## src/rtl/cpu_pkg.sv

```systemverilog
// ---------------------------------------------------------------------------
// cpu_pkg : shared fetch constants and fetch state encoding
// Revision: 1.0
// ---------------------------------------------------------------------------
`default_nettype none

package cpu_pkg;

  localparam logic [31:0] RESET_PC  = 32'h0000_0000;
  localparam logic [31:0] PC_STEP   = 32'd4;
  localparam logic [31:0] INSTR_NOP = 32'h0000_0013;

  typedef enum logic [1:0] {
    FS_IDLE  = 2'd0,
    FS_FETCH = 2'd1,
    FS_DROP  = 2'd2
  } fetch_state_e;

  // The fetch state is fully implied by the outstanding/drop flag pair.
  function automatic fetch_state_e fetch_state(input logic outstanding, input logic drop);
    if (!outstanding) return FS_IDLE;
    if (drop)         return FS_DROP;
    return FS_FETCH;
  endfunction

endpackage

`default_nettype wire

```

## src/rtl/fetch_skid_buffer.sv

```systemverilog
// ---------------------------------------------------------------------------
// fetch_skid_buffer : one-entry instr/PC holding register (clear > load > drain)
// Revision: 1.0
// ---------------------------------------------------------------------------
`default_nettype none

module fetch_skid_buffer (
  input  logic        clk_i,
  input  logic        rst_i,
  input  logic        load_i,
  input  logic        drain_i,
  input  logic        clear_i,
  input  logic [31:0] instr_i,
  input  logic [31:0] pc_i,
  output logic        valid_o,
  output logic [31:0] instr_o,
  output logic [31:0] pc_o
);

  logic        valid_q, valid_d;
  logic [31:0] instr_q, instr_d;
  logic [31:0] pc_q, pc_d;

  always_comb begin
    valid_d = valid_q;
    instr_d = instr_q;
    pc_d    = pc_q;
    if (clear_i) begin
      valid_d = 1'b0;
    end else if (load_i) begin
      valid_d = 1'b1;
      instr_d = instr_i;
      pc_d    = pc_i;
    end else if (drain_i) begin
      valid_d = 1'b0;
    end
  end

  always_ff @(posedge clk_i or negedge rst_i) begin
    if (!rst_i) begin
      valid_q <= 1'b0;
      instr_q <= 32'd0;
      pc_q    <= 32'd0;
    end else begin
      valid_q <= valid_d;
      instr_q <= instr_d;
      pc_q    <= pc_d;
    end
  end

  assign valid_o = valid_q;
  assign instr_o = instr_q;
  assign pc_o    = pc_q;

endmodule

`default_nettype wire

```

## src/rtl/fetch_redirect_unit.sv

```systemverilog
// ---------------------------------------------------------------------------
// fetch_redirect_unit : fetch PC, imem handshake, skid buffer and IF/ID register
// Revision: 1.0
// ---------------------------------------------------------------------------
`default_nettype none

module fetch_redirect_unit #(
  parameter logic [31:0] RESET_PC  = cpu_pkg::RESET_PC,
  parameter logic [31:0] PC_STEP   = cpu_pkg::PC_STEP,
  parameter logic [31:0] INSTR_NOP = cpu_pkg::INSTR_NOP
) (
  input  logic        clk_i,
  input  logic        rst_i,
  input  logic        start_i,
  input  logic        stall_i,
  input  logic        flush_i,
  input  logic [31:0] target_PC_i,
  output logic        imem_req_o,
  output logic [31:0] imem_addr_o,
  input  logic        imem_ack_i,
  input  logic [31:0] imem_data_i,
  output logic [31:0] instr_o,
  output logic [31:0] instr_PC_o,
  output logic        instr_valid_o
);
  import cpu_pkg::*;

  logic [31:0]  pc_q, pc_d;
  logic [31:0]  req_addr_q, req_addr_d;
  logic         outstanding_q, outstanding_d;
  logic         drop_q, drop_d;
  logic [31:0]  instr_q, instr_d;
  logic [31:0]  instr_pc_q, instr_pc_d;
  logic         instr_valid_q, instr_valid_d;

  fetch_state_e state;
  logic         issue;
  logic         req_active;
  logic [31:0]  cur_addr;
  logic         skid_valid, skid_load, skid_drain, skid_clear;
  logic [31:0]  skid_instr, skid_pc;

  // Issue is gated by rst_i so the combinational request stays low during reset.
  always_comb begin
    state      = fetch_state(outstanding_q, drop_q);
    issue      = rst_i && (state == FS_IDLE) && start_i && !stall_i && !flush_i && !skid_valid;
    req_active = (state != FS_IDLE) || issue;
    cur_addr   = (state == FS_IDLE) ? pc_q : req_addr_q;
  end

  always_comb begin
    pc_d          = pc_q;
    req_addr_d    = req_addr_q;
    outstanding_d = outstanding_q;
    drop_d        = drop_q;
    instr_d       = instr_q;
    instr_pc_d    = instr_pc_q;
    instr_valid_d = instr_valid_q;
    skid_load     = 1'b0;
    skid_drain    = 1'b0;
    skid_clear    = 1'b0;

    if (flush_i) begin
      pc_d          = target_PC_i;
      instr_valid_d = 1'b0;
      instr_d       = INSTR_NOP;
      skid_clear    = 1'b1;
      outstanding_d = req_active && !imem_ack_i;
      drop_d        = req_active && !imem_ack_i;
    end else begin
      if (issue) begin
        pc_d       = pc_q + PC_STEP;
        req_addr_d = pc_q;
      end
      if (req_active && imem_ack_i) begin
        outstanding_d = 1'b0;
        drop_d        = 1'b0;
        if (state != FS_DROP) begin
          if (stall_i) begin
            skid_load = 1'b1;
          end else begin
            instr_d       = imem_data_i;
            instr_pc_d    = cur_addr;
            instr_valid_d = 1'b1;
          end
        end
      end else if (issue) begin
        outstanding_d = 1'b1;
        drop_d        = 1'b0;
      end
      // A full skid implies no request in flight, so this never races an ack.
      if (!stall_i && skid_valid) begin
        skid_drain    = 1'b1;
        instr_d       = skid_instr;
        instr_pc_d    = skid_pc;
        instr_valid_d = 1'b1;
      end
    end
  end

  always_ff @(posedge clk_i or negedge rst_i) begin
    if (!rst_i) begin
      pc_q          <= RESET_PC;
      req_addr_q    <= RESET_PC;
      outstanding_q <= 1'b0;
      drop_q        <= 1'b0;
      instr_q       <= INSTR_NOP;
      instr_pc_q    <= 32'd0;
      instr_valid_q <= 1'b0;
    end else begin
      pc_q          <= pc_d;
      req_addr_q    <= req_addr_d;
      outstanding_q <= outstanding_d;
      drop_q        <= drop_d;
      instr_q       <= instr_d;
      instr_pc_q    <= instr_pc_d;
      instr_valid_q <= instr_valid_d;
    end
  end

  fetch_skid_buffer u_skid (
    .clk_i   (clk_i),
    .rst_i   (rst_i),
    .load_i  (skid_load),
    .drain_i (skid_drain),
    .clear_i (skid_clear),
    .instr_i (imem_data_i),
    .pc_i    (cur_addr),
    .valid_o (skid_valid),
    .instr_o (skid_instr),
    .pc_o    (skid_pc)
  );

  assign imem_req_o    = req_active;
  assign imem_addr_o   = cur_addr;
  assign instr_o       = instr_q;
  assign instr_PC_o    = instr_pc_q;
  assign instr_valid_o = instr_valid_q;

endmodule

`default_nettype wire

```

## config.mk

```make
export PLATFORM = sky130hd
export DESIGN_NAME = fetch_redirect_unit
export DESIGN_NICKNAME = d
export VERILOG_FILES = /design/src/rtl/cpu_pkg.sv /design/src/rtl/fetch_skid_buffer.sv /design/src/rtl/fetch_redirect_unit.sv
export SDC_FILE = /design/constraint.sdc
export NUM_CORES = 1
export LEC_CHECK = 0
export CAP_MARGIN = 10
export CORE_MARGIN = 1.5
export CORE_UTILIZATION = 35
export CTS_CLUSTER_DIAMETER = 50
export DETAILED_ROUTE_END_ITERATION = 7
export GPL_ROUTABILITY_DRIVEN = 1
export PLACE_DENSITY = 0.61
export SYNTH_ARGS = -nofsm -noshare
export SYNTH_HDL_FRONTEND = slang
export SYNTH_SLANG_ARGS = --single-unit
```

## constraint.sdc

```tcl
create_clock -name clk_i -period 2.8 [get_ports clk_i]
set_input_delay 0.56 -clock clk_i [delete_from_list [all_inputs] [get_ports clk_i]]
set_output_delay 0.56 -clock clk_i [all_outputs]
set_load 0.02 [all_outputs]
```

* Yosys cells after proc, flatten, opt, wreduce, memory -nomap -nowiden
Index checks and enable logic that the tools add are counted.
** Word-level totals
- Word-level logic and storage cells :: 81
- Register bits after elaboration :: 196
** Operators by class
- Bitwise operators :: 2
- Reduce and logical (&&, ||, !) cells :: 26
- Mux-type cells :: 39
- Equal/unequal tests :: 3
- Add/subtract/negate cells :: 1
** Operators by type and width (count)
- two-way mux 32 bit :: 12
- adder 32 x 3 -> 32 bit, second input constant :: 1
- two-way mux 1 bit :: 23
- nonzero test 3 bit :: 4
- logical AND 1 bit :: 8
- two-way mux 2 bit :: 4
- nonzero test 2 bit :: 4
- zero test 1 bit :: 4
- AND reduction 2 bit :: 2
- AND reduction 4 bit :: 1
- != test 3 x 1 -> 1 bit, second input constant :: 1
- AND reduction 3 bit :: 1
- zero test 2 bit :: 1
- != test 2 x 1 -> 1 bit, second input constant :: 1
- != test 2 bit, second input constant :: 1
- NOT 1 bit :: 2
- logical OR 1 bit :: 1

* Depth between registers and ports, before layout
- Depth after elaboration :: 16
- Gate-level depth with buffers :: 9
- Mapped depth without buffers :: 6

* Hierarchy
A second synthesis with hierarchy kept.
** Second synthesis, totals
- Cells, all modules :: 848
- Area total of the unflattened synthesis :: 9396.5 um^2
** Modules (own cells, without submodules)
- fetch_redirect_unit :: instances 1, cells each 708, area an instance 6655.1 um^2
- fetch_skid_buffer :: instances 1, cells each 140, area an instance 2741.4 um^2

* Least setup slack after synthesis
Ideal clock, no wire load.
- Path type :: input to output
- From :: input stall_i
- To :: output imem_req_o
- Arrival :: 1891 ps
- Buffers on the path :: 4
- Slack :: 349 ps
- Stages :: 7
- Path through :: buf_2 > or2_1 > or2_1 > clkbuf_1 > clkbuf_1 > clkbuf_1 > nand2_1
** On the way
- Cells in the longest elaborated chain, start to end :: 5
** RTL lines
- start: declaration :: line fetch_redirect_unit.sv:15 : input logic stall_i,
- zero test 1 bit :: line fetch_redirect_unit.sv:46 : issue = rst_i && (state == FS_IDLE) && start_i && !stall_i && !flush_i && !skid_valid;
- logical AND 1 bit (3 in a row) :: line fetch_redirect_unit.sv:46
- logical OR 1 bit :: line fetch_redirect_unit.sv:47 : req_active = (state != FS_IDLE) || issue;
- end: declaration :: line fetch_redirect_unit.sv:18 : output logic imem_req_o,
Every way passes these cells.

* Final worst setup path
- From :: register outstanding_q
- To :: output imem_addr_o[3]
** On the way
- Cells in the longest elaborated chain, start to end :: 3
** RTL lines
- start: declaration :: line fetch_redirect_unit.sv:30 : logic outstanding_q, outstanding_d;
- start signal: assignment :: line fetch_redirect_unit.sv:113 : outstanding_q <= outstanding_d;
- two-way mux 2 bit :: line cpu_pkg.sv:22 : if (drop) return FS_DROP;
- zero test 2 bit :: line fetch_redirect_unit.sv:48 : cur_addr = (state == FS_IDLE) ? pc_q : req_addr_q;
- two-way mux 32 bit :: line fetch_redirect_unit.sv:48
- end: declaration :: line fetch_redirect_unit.sv:19 : output logic [31:0] imem_addr_o,
Every way passes these cells.

==> run_results.csv <==
group,metric,value,unit
outcome,run_status,"finished clean",
cells_and_area,drive_gt1_share,10.2,%
synthesis,dominantRegCellSynth,"sky130_fd_sc_hd__dfrtp_1",
cts,cts_post_setup_buffers_inserted,0,
synthesis,synth_area_leaders,"sky130_fd_sc_hd__dfrtp_1, sky130_fd_sc_hd__mux2i_1, sky130_fd_sc_hd__nand2_1",
cells_and_area,areaGrowthSynthToFinish,29.7,%
placed_design,dp_cells,1383,
synthesis,synth-edff-count,0,
floorplan,design.core.area,25300,µm²
run,cap_violations,0,
synthesis,yosys_warnings,0,
cts,cts_bufs_inserted,17,
cts,tritoncts_clock_tree,"built",
critical_path,cp_data_arrival_time,2150,ps
synthesis,synth-async-reset-ratio,100,%
floorplan,fp.dieArea,26700,µm²
floorplan,die_width,163,µm
sta,worst_slew_pin_tran,912,ps
critical_path,rr_worst_depth,6,
cts,clock_latency,430,ps
power_and_ir_drop,power-per-cell-area,653,nW/µm²
sta,totalNegativeSetupSlack,0,ps
routing,route.antenna.remaining_nets,0,
global_routing,grt_use_total,17.3,%
synthesis,synthMostInstantiatedCell,"sky130_fd_sc_hd__dfrtp_1",
critical_path,setup.worst_path.start_class,"flop",
synthesis,synth_seq_area_share,54.5,%
placed_design,io_buffers,167,
global_routing,grt_antenna_before_repair,2,
sta,timing.final.crit_period,2710,ps
sta,period_utilization_post_route,96.7,%
cells_and_area,fill_cells,2411,
cts,clkSinkCount,196,
floorplan,initial_core_util,35.7,%
cells_and_area,utilization,46.3,%
sta,worst_clock_skew,7.82,ps
routing,route.final.wire_length,22500,µm
sta,finalHoldViolCount,0,
sta,finalMaxSlewViolations,0,
cts,clockBufferDepth,2,
routing,drc_errors,0,
cells_and_area,num-nets-final,1144,
routing,detailedRoute.firstIterationViolations,546,
synthesis,number_of_distinct_library_cells_after_synthesis,47,
critical_path,worstPathMaxFanout,33,
power_and_ir_drop,leakagePower,5.10,nW
synthesis,synthDominantAreaCellType,"sky130_fd_sc_hd__dfrtp_1",
placed_design,post-dp-hpwl,14800,µm
cts,clock_edge_transition_at_the_registers_on_the_reported_setup_and_hold_paths,70,ps
critical_path,worst-setup-path-type,"reg -> out",
floorplan,floorplan.io_pins,168,
floorplan,placementRows,58,
sta,unrepaired_setup_endpoints_after_global_routing,"true",
floorplan,y_dimension_of_the_die,163,µm
power_and_ir_drop,irDropWorstVdd,343,µV
synthesis,ys_seq_elements,196,
sta,setup_viol,0,
routing,dr.pass1.iters,5,
synthesis,synthDominantCellAreaShare,53.6,%
global_routing,grt_max_degree,109,
synthesis,netlist_area,9010,µm²
placed_design,finalWeightedCongestion,0.767,
critical_path,critical_path_required,2240,ps
critical_path,crit_end_category,"output pin",
min_path,min_path_cells,2,
global_routing,grt-ovfl-total,0,
global_routing,vias_in_the_first_global_route,6740,
synthesis,synthesis.instances,927,
power_and_ir_drop,total_power,0.00764,W
sta,fmaxAchievable,369,MHz
routing,vias_per_cell,5.00,
min_path,holdCritPathClass,"reg -> reg",
routing,route.vias.total,7088,
cells_and_area,layoutNonFillerInstCount,1417,
cts,cts_root_buf,"sky130_fd_sc_hd__clkbuf_16",
global_routing,grt_pass1_wl,35800,µm
synthesis,average_size_of_a_mapped_cell,9.72,µm²
routing,routed_wire_length_per_instance,15.9,µm
cts,htree_levels,4,
synthesis,synth_nets,998,
sta,slew_headroom,39.2,%
synthesis,post_synth_most_frequent_cells,"sky130_fd_sc_hd__dfrtp_1, sky130_fd_sc_hd__nand2_1, sky130_fd_sc_hd__nor2_1",
[cell families (layout without fill, tap and decap cells)]
kind of cell             after synthesis  in the layout  share of synthesized area [%]
adder cells (fa/ha/maj)                1              1                          0.139
multiplexers                         100            100                           11.6
buffers and inverters                105            264                           4.98
AO/OA/AOI/OAI                        187            187                           12.9
AND/OR/NAND/NOR                      338            338                           16.0
flip-flops                           196            196                           54.5
other                                  0              1                              0
[report_power, final]
| part | total [W] | internal (W) | switching (W) |
|---|---|---|---|
| Clock | 0.00249 | 0.00134 | 0.00115 |
| Combinational | 0.00154 | 0.000758 | 0.000785 |
| Sequential | 0.00360 | 0.00331 | 0.000298 |
| Total | 0.00764 | 0.00540 | 0.00224 |
[stage by stage]
stage	setup slack (ps)	hold slack, ps	cell area, µm²
6_report	93.0	474	11700
3_3_place_gp	219	439	11100
3_5_place_dp	167	440	11100
2_1_floorplan	349	264	9010
5_1_grt	-1.50	506	11700
4_1_cts	50.1	480	11700
[critical path, stage by stage, from the launching register on]
cell	delay [ps]
sky130_fd_sc_hd__dfrtp_2	420
sky130_fd_sc_hd__buf_12	280
sky130_fd_sc_hd__mux2i_1	400
sky130_fd_sc_hd__inv_1	70
sky130_fd_sc_hd__clkdlybuf4s50_1	540
[timing repair]
| action | in CTS | in global routing |
|---|---|---|
| gates resized for setup | 0 | 6 |
| hold buffers | 1 | 0 |
| hold endpoints to repair | 17 | 0 |
| setup endpoints to repair | 0 | 4 |
[worst paths after layout]
path                               startpoint  slack (ps)        endpoint
worst max register to register        pc_q[2]         420        pc_q[28]
worst max-delay path            outstanding_q          90  imem_addr_o[3]
worst min register to register  req_addr_q[5]         470   req_addr_q[5]
min in group asynchronous               rst_i         540  instr_PC_o[10]
worst min-delay path            req_addr_q[5]         470   req_addr_q[5]
max in group asynchronous               rst_i        1090      instr_o[8]
[registers in the layout, summed over array words and instances, names as in the netlist]
signal,cells
outstanding_q,1
instr_PC_o,32
drop_q,1
instr_o,32
u_skid.pc_o,32
instr_valid_o,1
req_addr_q,32
u_skid.valid_o,1
u_skid.instr_o,32
pc_q,32
[layout make-up]
class	count	area (µm²)	area share [%]
Tap cell	330	413	3.53
Inverter	40	150	1.28
Multi-Input combinational cell	626	3700	31.7
Clock buffer	19	433	3.70
Timing Repair Buffer	192	1930	16.5
Clock inverter	13	150	1.28
Sequential cell	196	4910	42.0
Antenna cell	1	2.50	0.0214
[cells in the final DEF (no fill, tap or decap), types with 2 or more instances in the layout]
cell                              synthesis  layout
sky130_fd_sc_hd__nand3_1                 21      21
sky130_fd_sc_hd__clkinv_2                 0       2
sky130_fd_sc_hd__clkbuf_1                36       2
sky130_fd_sc_hd__or4_1                    5       5
sky130_fd_sc_hd__o21ai_1                 32      32
sky130_fd_sc_hd__clkinvlp_4               0       3
sky130_fd_sc_hd__or3_1                    7       6
sky130_fd_sc_hd__a22oi_1                  3       3
sky130_fd_sc_hd__inv_6                    0       3
sky130_fd_sc_hd__a31oi_1                  2       2
sky130_fd_sc_hd__nand2_1                163     163
sky130_fd_sc_hd__clkdlybuf4s50_1          0     164
sky130_fd_sc_hd__clkbuf_16                0      17
sky130_fd_sc_hd__nor2_4                   0       2
sky130_fd_sc_hd__buf_12                   0       6
sky130_fd_sc_hd__a21oi_1                 66      66
sky130_fd_sc_hd__o311ai_0                11      11
sky130_fd_sc_hd__bufinv_16                0       2
sky130_fd_sc_hd__inv_1                   40      40
sky130_fd_sc_hd__o21ai_0                 15      15
sky130_fd_sc_hd__a31o_2                   2       2
sky130_fd_sc_hd__nand4_1                  9       9
sky130_fd_sc_hd__a32oi_1                  2       2
sky130_fd_sc_hd__nor2_1                 107     106
sky130_fd_sc_hd__inv_8                    0       2
sky130_fd_sc_hd__mux2i_2                  0       6
sky130_fd_sc_hd__nor4_1                   3       3
sky130_fd_sc_hd__dfrtp_1                193     192
sky130_fd_sc_hd__a221o_1                  7       7
sky130_fd_sc_hd__nor3_1                   4       3
sky130_fd_sc_hd__mux2_2                  34      34
sky130_fd_sc_hd__buf_4                    2      19
sky130_fd_sc_hd__mux2i_1                 66      60
sky130_fd_sc_hd__o211ai_1                11      11
sky130_fd_sc_hd__dfstp_2                  3       3
sky130_fd_sc_hd__and3_1                   9       9
sky130_fd_sc_hd__a211oi_1                29      29
[metal layers]
layer | wire (µm) | vias up | GRT usage [%]
li1 | - | 3486 | -
met1 | 10100 | 3402 | 22.4
met2 | 10500 | 178 | 28.0
met3 | 1640 | 20 | 5.54
met4 | 218 | 2 | 4.09
met5 | 13 | - | 0
Power figures use the tool's default switching activity.
